--- src/rtl/seg7_scan_decoder.sv ---
// Receive-side decoder for a multiplexed 4-digit seven-segment bus.
// Samples SEG/DIGIT, debounces each digit activation, maps segment patterns
// back to BCD and publishes complete units..thousands frames.
module seg7_scan_decoder #(
   parameter int unsigned STABLE_CYCLES    = 16,
   parameter int unsigned TIMEOUT_CYCLES   = 1000000,
   parameter bit          SEG_ACTIVE_LOW   = 1'b1,
   parameter bit          DIGIT_ACTIVE_LOW = 1'b1
) (
   input  logic       CLK,
   input  logic       RST_N,
   input  logic [7:0] SEG,
   input  logic [3:0] DIGIT,
   output logic [3:0] units,
   output logic [3:0] tens,
   output logic [3:0] hundreds,
   output logic [3:0] thousands,
   output logic       frame_valid,
   output logic       value_changed,
   output logic       decode_err,
   output logic       frame_lost
);

   localparam int unsigned CNT_W  = $clog2(STABLE_CYCLES + 1);
   localparam int unsigned IDLE_W = 20;
   localparam logic [CNT_W-1:0]  STAB_LAST = CNT_W'(STABLE_CYCLES - 1);
   localparam logic [IDLE_W-1:0] IDLE_LAST = IDLE_W'(TIMEOUT_CYCLES - 1);
   localparam logic [6:0] SEG_IDLE = SEG_ACTIVE_LOW ? 7'h7F : 7'h00;
   localparam logic [3:0] DIG_IDLE = DIGIT_ACTIVE_LOW ? 4'hF : 4'h0;

   typedef enum logic [1:0] {
      WAIT_SEL = 2'd0,
      SETTLE   = 2'd1,
      HOLD     = 2'd2
   } state_t;

   // Decimal point carries no digit information
   logic unused_dp;
   assign unused_dp = SEG[7];

   logic [6:0] seg_s1, seg_s2;
   logic [3:0] dig_s1, dig_s2;
   logic [6:0] seg_n;
   logic [3:0] dig_n;

   state_t           state, state_nxt;
   logic [6:0]       cand_seg;
   logic [3:0]       cand_dig;
   logic [CNT_W-1:0] stab_cnt;
   logic             cand_load_c, stab_inc_c, accept_c, match_c;

   logic [3:0][3:0]  slot;
   logic [3:0]       seen, seen_nxt;
   logic             err_pend, err_nxt;
   logic [IDLE_W-1:0] idle_cnt;
   logic [1:0]       acc_idx;
   logic [4:0]       dec;
   logic             frame_done_c, timeout_c;

   // Map a lit-segment pattern to {valid, bcd}
   function automatic logic [4:0] decode_seg(input logic [6:0] p);
      logic [4:0] r;
      case (p)
         7'h3F:   r = 5'h10;
         7'h06:   r = 5'h11;
         7'h5B:   r = 5'h12;
         7'h4F:   r = 5'h13;
         7'h66:   r = 5'h14;
         7'h6D:   r = 5'h15;
         7'h7D:   r = 5'h16;
         7'h07:   r = 5'h17;
         7'h7F:   r = 5'h18;
         7'h6F:   r = 5'h19;
         default: r = 5'h00;
      endcase
      return r;
   endfunction

   // One-hot digit select to slot index
   function automatic logic [1:0] slot_idx(input logic [3:0] d);
      logic [1:0] r;
      case (d)
         4'b0010: r = 2'd1;
         4'b0100: r = 2'd2;
         4'b1000: r = 2'd3;
         default: r = 2'd0;
      endcase
      return r;
   endfunction

   // Two-flop synchronisers on the scanned bus
   always_ff @(posedge CLK or negedge RST_N) begin
      if (!RST_N) begin
         seg_s1 <= SEG_IDLE;
         seg_s2 <= SEG_IDLE;
         dig_s1 <= DIG_IDLE;
         dig_s2 <= DIG_IDLE;
      end else begin
         seg_s1 <= SEG[6:0];
         seg_s2 <= seg_s1;
         dig_s1 <= DIGIT;
         dig_s2 <= dig_s1;
      end
   end

   assign seg_n = SEG_ACTIVE_LOW   ? ~seg_s2 : seg_s2;
   assign dig_n = DIGIT_ACTIVE_LOW ? ~dig_s2 : dig_s2;

   // Debounce FSM: next state and control strobes
   always_comb begin
      state_nxt   = state;
      cand_load_c = 1'b0;
      stab_inc_c  = 1'b0;
      accept_c    = 1'b0;
      match_c     = ({seg_n, dig_n} == {cand_seg, cand_dig});
      case (state)
         WAIT_SEL: begin
            if ($onehot(dig_n)) begin
               cand_load_c = 1'b1;
               state_nxt   = SETTLE;
            end
         end
         SETTLE: begin
            if (match_c) begin
               if (stab_cnt == STAB_LAST) begin
                  accept_c  = 1'b1;
                  state_nxt = HOLD;
               end else begin
                  stab_inc_c = 1'b1;
               end
            end else if ($onehot(dig_n)) begin
               cand_load_c = 1'b1;
            end else begin
               state_nxt = WAIT_SEL;
            end
         end
         HOLD: begin
            if (!match_c) state_nxt = WAIT_SEL;
         end
         default: state_nxt = WAIT_SEL;
      endcase
   end

   // FSM state register
   always_ff @(posedge CLK or negedge RST_N) begin
      if (!RST_N) state <= WAIT_SEL;
      else        state <= state_nxt;
   end

   // Candidate sample and stability counter
   always_ff @(posedge CLK or negedge RST_N) begin
      if (!RST_N) begin
         cand_seg <= 7'h00;
         cand_dig <= 4'h0;
         stab_cnt <= '0;
      end else if (cand_load_c) begin
         cand_seg <= seg_n;
         cand_dig <= dig_n;
         stab_cnt <= CNT_W'(1);
      end else if (stab_inc_c) begin
         stab_cnt <= stab_cnt + CNT_W'(1);
      end
   end

   // Frame bookkeeping: completion, timeout and slot accept
   always_comb begin
      acc_idx      = slot_idx(cand_dig);
      dec          = decode_seg(cand_seg);
      frame_done_c = (seen == 4'b1111);
      timeout_c    = (idle_cnt == IDLE_LAST);
      seen_nxt     = (frame_done_c || timeout_c) ? 4'b0000 : seen;
      err_nxt      = (frame_done_c || timeout_c) ? 1'b0 : err_pend;
      if (accept_c) begin
         seen_nxt[acc_idx] = 1'b1;
         err_nxt           = err_nxt | ~dec[4];
      end
   end

   // Slots, idle counter and registered outputs
   always_ff @(posedge CLK or negedge RST_N) begin
      if (!RST_N) begin
         slot          <= '0;
         seen          <= 4'b0000;
         err_pend      <= 1'b0;
         idle_cnt      <= '0;
         units         <= 4'h0;
         tens          <= 4'h0;
         hundreds      <= 4'h0;
         thousands     <= 4'h0;
         frame_valid   <= 1'b0;
         value_changed <= 1'b0;
         decode_err    <= 1'b0;
         frame_lost    <= 1'b0;
      end else begin
         frame_valid   <= 1'b0;
         value_changed <= 1'b0;
         frame_lost    <= 1'b0;
         seen          <= seen_nxt;
         err_pend      <= err_nxt;
         if (accept_c) slot[acc_idx] <= dec[4] ? dec[3:0] : 4'h0;
         if (accept_c || timeout_c) idle_cnt <= '0;
         else                       idle_cnt <= idle_cnt + IDLE_W'(1);
         if (frame_done_c) begin
            units         <= slot[0];
            tens          <= slot[1];
            hundreds      <= slot[2];
            thousands     <= slot[3];
            frame_valid   <= 1'b1;
            value_changed <= (slot != {thousands, hundreds, tens, units});
            decode_err    <= err_pend;
         end else if (timeout_c) begin
            frame_lost <= 1'b1;
         end
      end
   end

endmodule

--- config.mk ---
export PLATFORM = sky130hd
export DESIGN_NAME = seg7_scan_decoder
export DESIGN_NICKNAME = d
export VERILOG_FILES = /design/src/rtl/seg7_scan_decoder.sv
export SDC_FILE = /design/constraint.sdc
export NUM_CORES = 1
export LEC_CHECK = 0
export ABC_CLOCK_PERIOD_IN_PS = 3600
export BUFFER_PORTS_ARGS = -buffer_cell sky130_fd_sc_hd__clkbuf_2
export CELL_PAD_IN_SITES_DETAIL_PLACEMENT = 0
export CELL_PAD_IN_SITES_GLOBAL_PLACEMENT = 2
export CORE_MARGIN = 2
export CORE_UTILIZATION = 39
export DETAILED_ROUTE_END_ITERATION = 10
export GPL_TIMING_DRIVEN = 0
export HOLD_SLACK_MARGIN = 0.03
export PLACE_DENSITY = 0.76
export SLEW_MARGIN = 20
export SYNTH_ARGS = -nofsm -noshare
export SYNTH_HDL_FRONTEND = slang
export SYNTH_SLANG_ARGS = --single-unit
--- constraint.sdc ---
create_clock -name CLK -period 3.6 [get_ports CLK]
set_input_delay 0.36 -clock CLK [delete_from_list [all_inputs] [get_ports CLK]]
set_output_delay 0.36 -clock CLK [all_outputs]
set_load 0.02 [all_outputs]
Word level (Yosys, flattened, before mapping)
Index checks and enable logic that the tools add are counted.
{"block": "totals", "output_inout_bits": 20, "reg_bits": 101, "in_bits": 14}
{"block": "classes", "n_bitwise": 5, "magnitude_cmp": 2, "n_eq_ne": 25, "addsub": 5, "mux": 34, "n_reduce_logical": 6}
{"operator": "5-bit one-hot mux with 10 select lines", "count": 1}
{"operator": "7-bit == test (second input constant)", "count": 7}
{"operator": "20-bit by 1-bit adder with 20-bit output (second input constant)", "count": 1}
{"operator": "20-bit == test (second input constant)", "count": 1}
{"operator": "20-bit 2-to-1 mux", "count": 1}
{"operator": "16-bit bitwise mux", "count": 1}
{"operator": "4-bit 2-to-1 mux", "count": 4}
{"operator": "16-bit inequality test", "count": 1}
{"operator": "1-bit 2-to-1 mux", "count": 15}
{"operator": "7-bit by 3-bit == test with 1-bit output (second input constant)", "count": 2}
{"operator": "2-bit one-hot mux with 3 select lines", "count": 2}
{"operator": "11-bit == test", "count": 1}
{"operator": "2-bit 2-to-1 mux", "count": 5}
{"operator": "5-bit 2-to-1 mux", "count": 2}
{"operator": "4-bit demux with 2-bit select", "count": 1}
{"operator": "4-bit == test (second input constant)", "count": 2}
{"operator": "7-bit by 6-bit == test with 1-bit output (second input constant)", "count": 1}
{"operator": "7-bit inverter", "count": 1}
{"operator": "3-bit inequality test (second input constant)", "count": 2}
{"operator": "5-bit by 1-bit adder with 5-bit output (second input constant)", "count": 1}
{"operator": "5-bit by 4-bit == test with 1-bit output (second input constant)", "count": 1}
{"operator": "1-bit by 1-bit adder with 2-bit output", "count": 2}
{"operator": "4-bit by 2-bit == test with 1-bit output (second input constant)", "count": 1}
{"operator": "4-bit by 3-bit == test with 1-bit output (second input constant)", "count": 1}
{"operator": "18 further kinds", "count": 20}

Longest topological paths before layout
Gate-level depths: netlist of the first run.
{"block": "depth", "word_depth": 8, "depth_mapped": 10, "depth_no_buf": 8}

Worst setup path after synthesis of the first run
Ideal clock, no wire load.
{"block": "synth_path", "path_kind": "register to register", "from": "reg dig_s2[0]", "to": "reg cand_dig[2]", "path_slack_ns": 0.612, "stages_incl_launch_ff": 9, "arrival_ns": 2.863, "required_time_ns": 3.475, "period_less_slack_ns": 2.988, "setup_time_ns": 0.125, "n_path_buf": 1, "cell_sequence": "dfstp_2 -> fa_1 -> inv_1 -> ha_1 -> ha_1 -> or4b_2 -> clkbuf_1 -> nor2_1 -> mux2_2"}
{"block": "synth_between", "elab_chain_cells": 7, "word_cells_on_any_way": 8}
{"element": "start: declaration", "line_no": "42", "text": "logic [3:0] dig_s1, dig_s2;"}
{"element": "start signal: assignment", "line_no": "102", "text": "dig_s2 <= dig_s1;"}
{"element": "4-bit inverter *", "line_no": "107", "text": "assign dig_n = DIGIT_ACTIVE_LOW ? ~dig_s2 : dig_s2;"}
{"element": "1-bit by 1-bit adder with 2-bit output (implied by the code)", "line_no": "118, 131"}
{"element": "2-bit by 2-bit adder with 3-bit output (implied by the code)", "line_no": "118, 131"}
{"element": "3-bit by 1-bit == test with 1-bit output", "line_no": "118, 131"}
{"element": "1-bit 2-to-1 mux", "line_no": "118, 131"}
{"element": "1-bit 2-to-1 mux", "line_no": "124", "text": "if (match_c) begin"}
{"element": "1-bit one-hot mux with 2 select lines *", "line_no": "116", "text": "case (state)"}
{"element": "end signal: assignment", "line_no": "158", "text": "cand_dig <= dig_n;"}
{"element": "end: declaration", "line_no": "48", "text": "logic [3:0] cand_dig;"}
Every way passes the cells marked *; elsewhere a longest branch is shown, timed or not.
A chain may end at the register's enable or synchronous reset.

Final worst setup path of the first run
{"block": "layout_path", "from": "reg dig_s2[1]", "to": "reg cand_dig[2]"}
Same word-level chain as after synthesis.

==> results of run 1 <==
registers in the layout, indices dropped and copies added, names as in the netlist:
register / count
cand_dig: 4
cand_seg: 7
decode_err: 1
dig_s1: 4
dig_s2: 4
err_pend: 1
frame_lost: 1
frame_valid: 1
hundreds: 4
idle_cnt: 20
seen: 4
seg_s1: 7
seg_s2: 7
slot: 16
stab_cnt: 5
state: 2
tens: 4
thousands: 4
units: 4
value_changed: 1
Yosys cell counts, drive strengths merged (2+ instances only):
library cell / instances
a21oi: 2
a31oi: 2
and3: 5
buf: 5
clkbuf: 9
dfrtp: 79
dfstp: 22
ha: 5
inv: 13
mux2: 6
mux2i: 6
nand2: 69
nand2b: 4
nand3: 15
nand3b: 5
nand4: 11
nor2: 36
nor3: 5
nor4: 8
o21ai: 35
o31ai: 8
or2: 3
or4: 3
xnor2: 37
xor2: 13
where the power goes:
part / internal (W) / leakage [nW] / total, W / switching, W
sequential: 0.00121 / 1.29 / 0.00129 / 0.0000728
combinational: 0.000154 / 0.867 / 0.000417 / 0.000264
clock: 0.000470 / 0.127 / 0.000882 / 0.000412
total: 0.00184 / 2.29 / 0.00259 / 0.000748
metal layers:
metal  wire [um]  track usage, %  vias to the layer above
met5           0               0                        -
met4          95            4.83                        0
met3         267            3.55                        8
met2        4250            25.6                       38
met1        4560            21.9                     1478
li1            -               -                     1518
worst min-delay path by stage:
stage,from,depth (start not counted),to
after global routing,DIGIT[0],1,dig_s1[0]
final,DIGIT[2],1,dig_s1[2]
after global placement,dig_s1[1],0,dig_s2[1]
after CTS,DIGIT[2],1,dig_s1[2]
after floorplan,RST_N,0,cand_dig[0]
after detailed placement,RST_N,1,units[0]
layout make-up:
cell class                      instances  share of cell area, %
Buffer                                 14                   1.30
Clock buffer                           12                   4.62
Clock inverter                          4                  0.514
Inverter                               14                   1.03
Multi-Input combinational cell        292                   35.1
Sequential cell                       101                   50.0
Tap cell                              143                   3.50
Timing Repair Buffer                   34                   4.04
through the flow:
step / utilization (%) / hold WS (ns) / total power, W
after detailed placement: 42.9 / 0.336 / 0.00172
final: 45.4 / 0.0887 / 0.00259
after global placement: 42.6 / 0.346 / 0.00172
after floorplan: - / 0.0644 / 0.00159
after global routing: 45.4 / 0.0664 / 0.00274
after CTS: 45.4 / 0.0761 / 0.00262
cell families (layout without fill, tap and decap cells):
logic type	after synthesis	in the layout	share of synthesized area [%]
XOR/XNOR	50	50	9.81
multiplexers	12	12	2.86
adder cells (fa/ha/maj)	6	6	1.85
AND/OR/NAND/NOR	172	172	18.6
flip-flops	101	101	57.2
AO/OA/AOI/OAI	52	52	7.01
buffers and inverters	28	78	2.66
worst reg2reg max path, cell delays in order (launching register included):
cell	delay, ns
dfstp_2	0.58
fa_1	0.42
inv_1	0.07
ha_1	0.14
ha_1	0.21
or4b_2	0.62
clkbuf_1	0.23
nor2_2	0.45
mux2_2	0.40
placed cells by master, fill, tap and decap left out, types with 8 or more instances in the layout:
cell type | Yosys | routed
xor2_1 | 13 | 13
o21ai_0 | 35 | 35
dfstp_2 | 22 | 22
clkbuf_2 | 0 | 31
xnor2_1 | 37 | 37
clkbuf_1 | 9 | 12
o31ai_1 | 8 | 8
nand3_1 | 15 | 15
clkbuf_16 | 0 | 9
dfrtp_1 | 79 | 79
inv_1 | 13 | 13
nand2_1 | 69 | 69
nor2_1 | 36 | 35
nand4_1 | 11 | 11
repair_timing:
item,4_1_cts,5_1_grt
buffers inserted,0,0
gates resized for setup,0,1
hold buffers,1,0
hold endpoints to repair,43,0
endpoints found under the setup margin,0,1
==> key figures, run 1 <==
Route
  • Initial DRC Count: 170
  • Wirelength per Cell: approximately 15 um
  • Via count: around 3,000
  • DRT Wirelength: between 9000 and 10,000 um
  • Drt drc: 0
  • Vias per std cell: 4.95
  • Routed Antenna Nets: 0
  • Drt pass-1 iters: 4

GRT
  • Vias in the first global route: approximately 3,100
  • Initial antenna violation count: 0
  • Gr ovfl total: 0
  • Global-route wire length before repair: about 16,000 um
  • GRT Util Overall: approximately 16%
  • Pin count of the biggest net entering global routing: between 50 and 60

Synth
  • Post-synth EDFFs: 0
  • Ys flop type: dfrtp_1
  • Ys async rst share: 100%
  • Yosys warns: 0
  • Top post-synthesis cells by area: dfrtp_1 44%, dfstp_2 13%, xnor2_1 7.3%
  • Largest area contributor in the netlist: dfrtp_1
  • Avg Cell Area, Syn: 10.6 um^2
  • Distinct cells, synth: 47
  • #FFs+latches synth: 101
  • Post-synth top area share: between 40 and 50%
  • Post-Syn Area: roughly 4500 um^2
  • Register area share after synthesis: a little under three fifths
  • Post-synthesis cell count: 421
  • Syn_nets: ~440

Setup path
  • CP arrival: around 3.5 ns
  • Worst reg2reg path depth: 8
  • CP Max Fanout: 9
  • Required @ worst endpoint: roughly 3.8 ns
  • Most used cell along the critical path: ha_1
  • Critical path's largest stage delay: 0.62 ns
  • R2r setup slk: ~0.39 ns
  • Reg2reg end: cand_dig[2]
  • Critical Path Sink: cand_dig[2]
  • Crit end category: register
  • Critical Path Stages: 8
  • CP Class: reg2reg
  • Cell Chain, Critical Path: fa_1, inv_1, ha_1, ha_1, or4b_2, clkbuf_1, nor2_2, mux2_2
  • Worst r2r src: dig_s2[1]
  • CP Launch Type: register
  • Setup crit start: dig_s2[1]
  • Slowest CP cell: or4b_2
  • Delay-heaviest family, CP: simple AND/OR/NAND/NOR gates
  • Critical path buffers and inverters: 2

Clocking
  • Clk root buf: clkbuf_16
  • Worst-path clk slew: 0.08 ns
  • CTS tree: yes
  • Max clock buf depth: 2
  • CTS sink count: 101
  • Worst-skew pair later-pin latency: 0.34 ns
  • CTS H-tree lvls: 3
  • Total clock buffers created by CTS: 9

Timing
  • Fin. max-slew vios: 0
  • Slew headroom: 31.6%
  • RSZ-0062 raised after global routing: false
  • Least-Margin Pin Slew: slightly above 1 ns
  • Max Clk Rate: between 300 and 400 MHz
  • Period utilisation layout: between 80% and 90%
  • Min Clock Period, post-route: approximately 3.2 ns
  • Final setup vio count: 0
  • Final Hold Viols: 0
  • Final worst slack: about 0.39 ns
  • Clock skew: roughly 0.015 ns
  • Setup TNS: 0 ns

Final layout
  • Layout net count: between 400 and 500
  • Area of the multi-input gates: 1790 um^2
  • Layout cells sized above 1: ~18%
  • Filler Cells Inserted: about 1,100
  • Register Area: 2550 um^2
  • Area grow syn2layout: 14.6%
  • Antenna diode count: 0
  • Post-route cell area: 5110 um^2
  • Fin cells: a little over 600

Floorplan
  • Core ar.: between 10,000 and 15,000 um^2
  • # IOs: 34
  • DIE AREA: around 12,000 um^2
  • Die H: 111 um
  • Number of cell rows: 39
  • Die W: between 100 and 150 um
  • Initial core utilization: approximately two fifths

Place
  • GPL Wtd Cong: 0.776
  • Dpl hpwl: roughly 6500 um
  • Pre-CTS WS: about 0.13 ns
  • Placed Instance Area: just under 5000 um^2
  • PortBufs: 32
  • Placed instance count: about 600

Flow run
  • Max Cap Viol: 0

Pwr
  • Power Density: slightly above 500 nW/um^2
  • VDD IR-drop max: between 0.2 and 0.3 mV
  • Leak Pwr: about 2.3 nW

Worst hold path
  • Worst hold path class: in2reg

Status
  • Outcome: finished clean
(Power assumes the default switching activity.)
==> inputs of run 2 (changes only) <==
CTS_BUF_LIST = sky130_fd_sc_hd__clkbuf_16   (was default)
==> run 2 against run 1 <==
Effect of this change: wire length barely moved; sequential power about the same; worst hold slack is essentially flat; utilization did not move; non-clock buffer count unchanged; via count about the same; total power decreased by 0.31%; first-iteration DRC count did not move; critical endpoint unchanged.
==> key figures, run 2 (synthesis gave the netlist of run 1 again) <==
Timing
  • Fin. max-slew vios: 0 (unchanged)
  • Min Clock Period, post-route: 3.21 ns (about the same)
  • Clock skew: 0.0149 ns (was 0.0148 ns)
  • Max Clk Rate: 311 MHz (about the same)
  • Setup TNS: 0 ns (unchanged)
  • Hold Worst Slack: 0.0885 ns (was 0.0887 ns)
  • Final Hold Viols: 0 (unchanged)
  • Final worst slack: 0.385 ns (about the same)
  • Period utilisation layout: 89.3% (about the same)
  • Slew headroom: 31.9% (was 31.6%)
  • Least-Margin Pin Slew: 1.01 ns (about the same)
  • RSZ-0062 raised after global routing: false (unchanged)
  • Final setup vio count: 0 (unchanged)

Final layout
  • Layout net count: 486 (unchanged)
  • Post-route cell area: 5110 um^2 (unchanged)
  • Most frequent cells in the layout: 79 x dfrtp_1, 69 x nand2_1, 37 x xnor2_1, 35 x nor2_1, 35 x o21ai_0 (unchanged)
  • Filler Cells Inserted: 1,087 (unchanged)
  • Top reg by flops: idle_cnt (unchanged)
  • Area grow syn2layout: 14.6% (unchanged)
  • Layout cells sized above 1: 17.6% (unchanged)
  • Top flop regs: idle_cnt x20, slot x16 (unchanged)
  • Antenna diode count: 0 (unchanged)
  • Max FFs per register: 20 (unchanged)
  • Post-layout util: 45.4% (unchanged)
  • Commonest non-fill, non-tap cell in the layout: dfrtp_1 (unchanged)

Pwr
  • Power Density: 504 nW/um^2 (was 505 nW/um^2)
  • VDD IR-drop max: 0.265 mV (about the same)
  • Leak Pwr: 2.30 nW (was 2.29 nW)

Setup path
  • Most used cell along the critical path: ha_1 (unchanged)
  • CP Launch Type: register (unchanged)
  • CP arrival: 3.45 ns (about the same)
  • CP Class: reg2reg (unchanged)
  • Critical path's largest stage delay: 0.62 ns (about the same)
  • Worst reg2reg path depth: 8 (unchanged)
  • Critical Path Stages: 8 (unchanged)
  • Slowest CP cell: or4b_2 (unchanged)
  • Crit end category: register (unchanged)
  • Delay-heaviest family, CP: simple AND/OR/NAND/NOR gates (unchanged)
  • Required @ worst endpoint: 3.83 ns (about the same)
  • Critical path buffers and inverters: 2 (unchanged)
  • Cell Chain, Critical Path: fa_1, inv_1, ha_1, ha_1, or4b_2, clkbuf_1, nor2_2, mux2_2 (unchanged)
  • CP Max Fanout: 9 (unchanged)

Floorplan
  • Initial core utilization: 39.6% (unchanged)
  • Core ar.: 11,300 um^2 (unchanged)
  • Die H: 111 um (unchanged)
  • # IOs: 34 (unchanged)
  • DIE AREA: 12,300 um^2 (unchanged)
  • Number of cell rows: 39 (unchanged)
  • Die W: 111 um (unchanged)

Route
  • Routed Antenna Nets: 0 (unchanged)
  • Vias per std cell: 4.95 (about the same)
  • DRT Wirelength: 9190 um (was 9180 um)
  • Wirelength per Cell: 15.0 um (was 14.9 um)
  • Via count: 3,039 (was 3,042)
  • Initial DRC Count: 170 (unchanged)
  • Drt drc: 0 (unchanged)
  • Drt pass-1 iters: 4 (unchanged)

Place
  • GPL Wtd Cong: 0.776 (unchanged)
  • PortBufs: 32 (unchanged)
  • Pre-CTS WS: 0.131 ns (unchanged)
  • Dpl hpwl: 6490 um (unchanged)
  • Placed Instance Area: 4840 um^2 (unchanged)

Clocking
  • Worst-skew pair later-pin latency: 0.34 ns (about the same)
  • Max clock buf depth: 2 (unchanged)
  • CTS sink count: 101 (unchanged)
  • Total clock buffers created by CTS: 9 (unchanged)
  • CTS tree: yes (unchanged)
  • Post-CTS setup buffer count: 0 (unchanged)
  • CTS H-tree lvls: 3 (unchanged)
  • Worst-path clk slew: 0.08 ns (about the same)
  • Clk root buf: clkbuf_16 (unchanged)

Worst hold path
  • Worst hold stages: 1 (unchanged)
  • Worst hold path class: in2reg (unchanged)

GRT
  • Global-route wire length before repair: 15,600 um (about the same)
  • Pin count of the biggest net entering global routing: 55 (unchanged)
  • Vias in the first global route: 3,108 (was 3,107)
  • GRT Util Overall: 16.0% (unchanged)
  • Gr ovfl total: 0 (unchanged)
  • Initial antenna violation count: 0 (unchanged)

Status
  • Outcome: finished clean (unchanged)

Flow run
  • Max Cap Viol: 0 (unchanged)
==> run 2: layout make-up <==
class / count / area (um^2) / share of cell area, %
Timing Repair Buffer: 34 / 206 / 4.04
Buffer: 14 / 66.3 / 1.30
Multi-Input combinational cell: 292 / 1790 / 35.1
Clock buffer: 9 / 225 / 4.40
Inverter: 14 / 52.6 / 1.03
Tap cell: 143 / 179 / 3.50
Sequential cell: 101 / 2550 / 50.0
Clock inverter: 7 / 37.5 / 0.734
==> run 2: metrics by stage <==
stage	std cells	total power, W
after global routing	614	0.00274
after CTS	614	0.00261
after detailed placement	597	0.00172
after global placement	596	0.00172
after floorplan	421	0.00159
final	614	0.00258
==> run 2: power by group <==
group / switching, W / internal [W] / leakage, nW
combinational: 0.000264 / 0.000154 / 0.867
clock: 0.000412 / 0.000462 / 0.139
sequential: 0.0000728 / 0.00121 / 1.29
total: 0.000749 / 0.00183 / 2.30
==> run 2: routing by layer <==
metal  vias to the layer above  routed length [um]  global-route usage (%)
met1                      1475                4560                    21.9
met5                         -                   0                       0
li1                       1518                   -                       -
met2                        38                4260                    25.6
met4                         0                  95                    4.83
met3                         8                 268                    3.55
==> run 2: final timing paths <==
kind / from / endpoint / slack [ns]
max in group asynchronous: RST_N / seg_s1[3] / 2.42
worst min register to register: dig_s1[1] / dig_s2[1] / 0.36
min in group asynchronous: RST_N / units[0] / 0.53
worst min-delay path: DIGIT[2] / dig_s1[2] / 0.09
worst max register to register: dig_s2[1] / cand_dig[2] / 0.39
worst max-delay path: dig_s2[1] / cand_dig[2] / 0.39
==> run 2: what timing repair did <==
action,4_1_cts,5_1_grt
gates resized for setup,0,1
hold buffers,1,0
endpoints found under the setup margin,0,1
endpoints found under the hold margin,43,0
==> inputs of run 3 (changes only) <==
RECOVER_POWER = 50   (was default)
SETUP_SLACK_MARGIN = 0.5   (was default)
==> run 3 against run 2 <==
Effect of this change: global-route usage is 0.094 points higher; critical endpoint is now cand_seg[6]; wire length is 0.35% higher; clock-buffer cell count stayed put; utilization is 0.21 points higher; via count is 1.3% higher; sequential share of layout area is 0.23 points lower; sequential power hardly changed; design area is 0.46% higher; sequential cell count stayed put; the flow now finishes with violations (max-capacitance violations, max-slew violations); critical path depth is 1 higher; total power is 0.46% higher; worst hold slack better by 0.0017 ns.
==> key figures, run 3 (synthesis gave the netlist of run 1 again) <==
Place
  • Pre-CTS WS: 0.131 ns (unchanged)
  • PortBufs: 32 (unchanged)
  • GPL Wtd Cong: 0.776 (unchanged)
  • Dpl hpwl: 6490 um (unchanged)

Final layout
  • Area grow syn2layout: 15.1% (was 14.6%)
  • Top reg by flops: idle_cnt (unchanged)
  • Commonest non-fill, non-tap cell in the layout: dfrtp_1 (unchanged)
  • Max FFs per register: 20 (unchanged)
  • Layout net count: 488 (was 486)
  • Most frequent cells in the layout: 79 x dfrtp_1, 69 x nand2_1, 37 x xnor2_1, 35 x nor2_1, 35 x o21ai_0 (unchanged)
  • Top flop regs: idle_cnt x20, slot x16 (unchanged)
  • Antenna diode count: 0 (unchanged)
  • Layout cells sized above 1: 17.5% (was 17.6%)

Setup path
  • CP arrival: 3.12 ns (was 3.45 ns)
  • CP Max Fanout: 10 (was 9)
  • Worst r2r src: dig_s2[1] (unchanged)
  • CP Class: reg2reg (unchanged)
  • Worst reg2reg path depth: 9 (was 8)
  • CP Launch Type: register (unchanged)
  • Setup crit start: dig_s2[1] (unchanged)
  • Reg2reg end: cand_seg[6] (was cand_dig[2])
  • R2r setup slk: 0.69 ns (was 0.39 ns)
  • Crit end category: register (unchanged)
  • Required @ worst endpoint: 3.81 ns (was 3.83 ns)

Route
  • Vias per std cell: 5.00 (was 4.95)
  • Wirelength per Cell: 15.0 um (about the same)
  • DR WL met2: 4250 um (was 4260 um)
  • Routed met1 length: 4610 um (was 4560 um)
  • Via count: 3,080 (was 3,039)
  • DRT Wirelength: 9220 um (was 9190 um)
  • Met3 Wirelength: 259 um (was 268 um)
  • Top sig layer: met4 (unchanged)
  • Routed Antenna Nets: 0 (unchanged)
  • Initial DRC Count: 177 (was 170)
  • Drt pass-1 iters: 4 (unchanged)
  • Drt drc: 0 (unchanged)

Clocking
  • Total clock buffers created by CTS: 9 (unchanged)
  • Worst-skew pair later-pin latency: 0.34 ns (about the same)
  • CTS sink count: 101 (unchanged)
  • Clk root buf: clkbuf_16 (unchanged)
  • CTS H-tree lvls: 3 (unchanged)
  • CTS tree: yes (unchanged)
  • Max clock buf depth: 2 (unchanged)
  • Worst-path clk slew: 0.07 ns (was 0.08 ns)

Timing
  • Fin. max-slew vios: 48 (was 0)
  • Setup TNS: 0 ns (unchanged)
  • Slew headroom: -60.2% (was 31.9%)
  • RSZ-0062 raised after global routing: false (unchanged)
  • Min Clock Period, post-route: 2.91 ns (was 3.21 ns)
  • Period utilisation layout: 81.0% (was 89.3%)
  • Clock skew: 0.0144 ns (was 0.0149 ns)
  • Least-Margin Pin Slew: 2.40 ns (was 1.01 ns)
  • Final worst slack: 0.685 ns (was 0.385 ns)
  • Final Hold Viols: 0 (unchanged)
  • Final setup vio count: 0 (unchanged)
  • Max Clk Rate: 343 MHz (was 311 MHz)

Flow run
  • Max Cap Viol: 1 (was 0)

GRT
  • Pin count of the biggest net entering global routing: 55 (unchanged)
  • Global-route wire length before repair: 15,700 um (was 15,600 um)
  • Vias in the first global route: 3,132 (was 3,108)
  • Gr ovfl total: 0 (unchanged)
  • Initial antenna violation count: 0 (unchanged)
  • GRT Util Overall: 16.1% (was 16.0%)

Worst hold path
  • Hold path endpoint: dig_s1[2] (unchanged)
  • Worst hold path class: in2reg (unchanged)
  • Worst hold stages: 1 (unchanged)
  • Hold Crit Start: DIGIT[2] (unchanged)

Floorplan
  • Initial core utilization: 39.6% (unchanged)
  • Die H: 111 um (unchanged)
  • Number of cell rows: 39 (unchanged)
  • DIE AREA: 12,300 um^2 (unchanged)
  • Core ar.: 11,300 um^2 (unchanged)
  • # IOs: 34 (unchanged)
  • Die W: 111 um (unchanged)

Status
  • Failing checks: max-capacitance violations, max-slew violations
  • Outcome: complete, but fails checks (was finished clean)

Pwr
  • VDD IR-drop max: 0.266 mV (was 0.265 mV)
  • Power Density: 504 nW/um^2 (about the same)
  • Leak Pwr: 2.31 nW (was 2.30 nW)
## run 3: cell count changes in the layout (fill, tap and decap cells not counted)
cell	before	now
buf_4	1	3
clkbuf_1	9	10
clkbuf_2	31	30
clkbuf_8	1	0
clkdlybuf4s25_1	0	1
nor2_2	1	0
nor2_4	0	1
nor4_2	1	0
nor4_4	0	1
## run 3: metal layers
layer | track usage [%] | vias up
li1 | - | 1526
met1 | 22.0 | 1502
met2 | 25.7 | 43
met3 | 3.55 | 9
met4 | 4.83 | 0
met5 | 0 | -
## run 3: per-stage QoR
step           total power, W  instances  util, %  cell area (um^2)  hold WS (ns)
2_1_floorplan         0.00159        421        -              4460        0.0644
3_3_place_gp          0.00172        596     42.6              4800         0.346
3_5_place_dp          0.00172        597     42.9              4840         0.336
4_1_cts               0.00262        616     45.6              5130        0.0759
5_1_grt               0.00275        616     45.6              5140        0.0661
6_report              0.00259        616     45.6              5140        0.0902
## run 3: area by class of cell
cell class / instances / area [um^2]
fill: 1091 / 6130
sequential: 101 / 2550
clock buffer: 9 / 225
timing repair buffer: 36 / 214
clock inverter: 7 / 37.5
inverter: 14 / 52.6
buffer: 14 / 68.8
tap: 143 / 179
multi-input combinational: 292 / 1810
## run 3: worst max-delay path, cell delays in order, from the launching register on
cell and delay, ns:
dfstp_2 0.58, fa_1 0.42, inv_1 0.07, ha_1 0.14, ha_1 0.21, or4b_2 0.62
clkbuf_2 0.21, clkbuf_2 0.24, o21ai_0 0.20, o31ai_1 0.10
## run 3: worst max path at each step
stage                        to  slack [ns]  cells after the start
finish              cand_seg[6]        0.69                      9
global route        cand_seg[6]        0.25                      2
detailed placement  cand_dig[2]        0.13                      8
floorplan           cand_dig[2]        0.61                      8
global placement    cand_dig[2]        0.14                      8
CTS                 cand_seg[6]        0.57                      9
## run 3: repair_timing
action                     in CTS  in global routing
buffers inserted                2                  0
hold endpoints to repair       43                  0
setup endpoints to repair       7                  6
pin swaps                       1                  0
hold buffers                    1                  0
resized for setup               2                  5
## run 3: power by group
part / total (W) / switching (W) / internal [W] / leakage, nW
registers: 0.00129 / 0.0000728 / 0.00121 / 1.29
logic: 0.000434 / 0.000272 / 0.000162 / 0.878
clock network: 0.000869 / 0.000407 / 0.000461 / 0.139
total: 0.00259 / 0.000753 / 0.00184 / 2.31
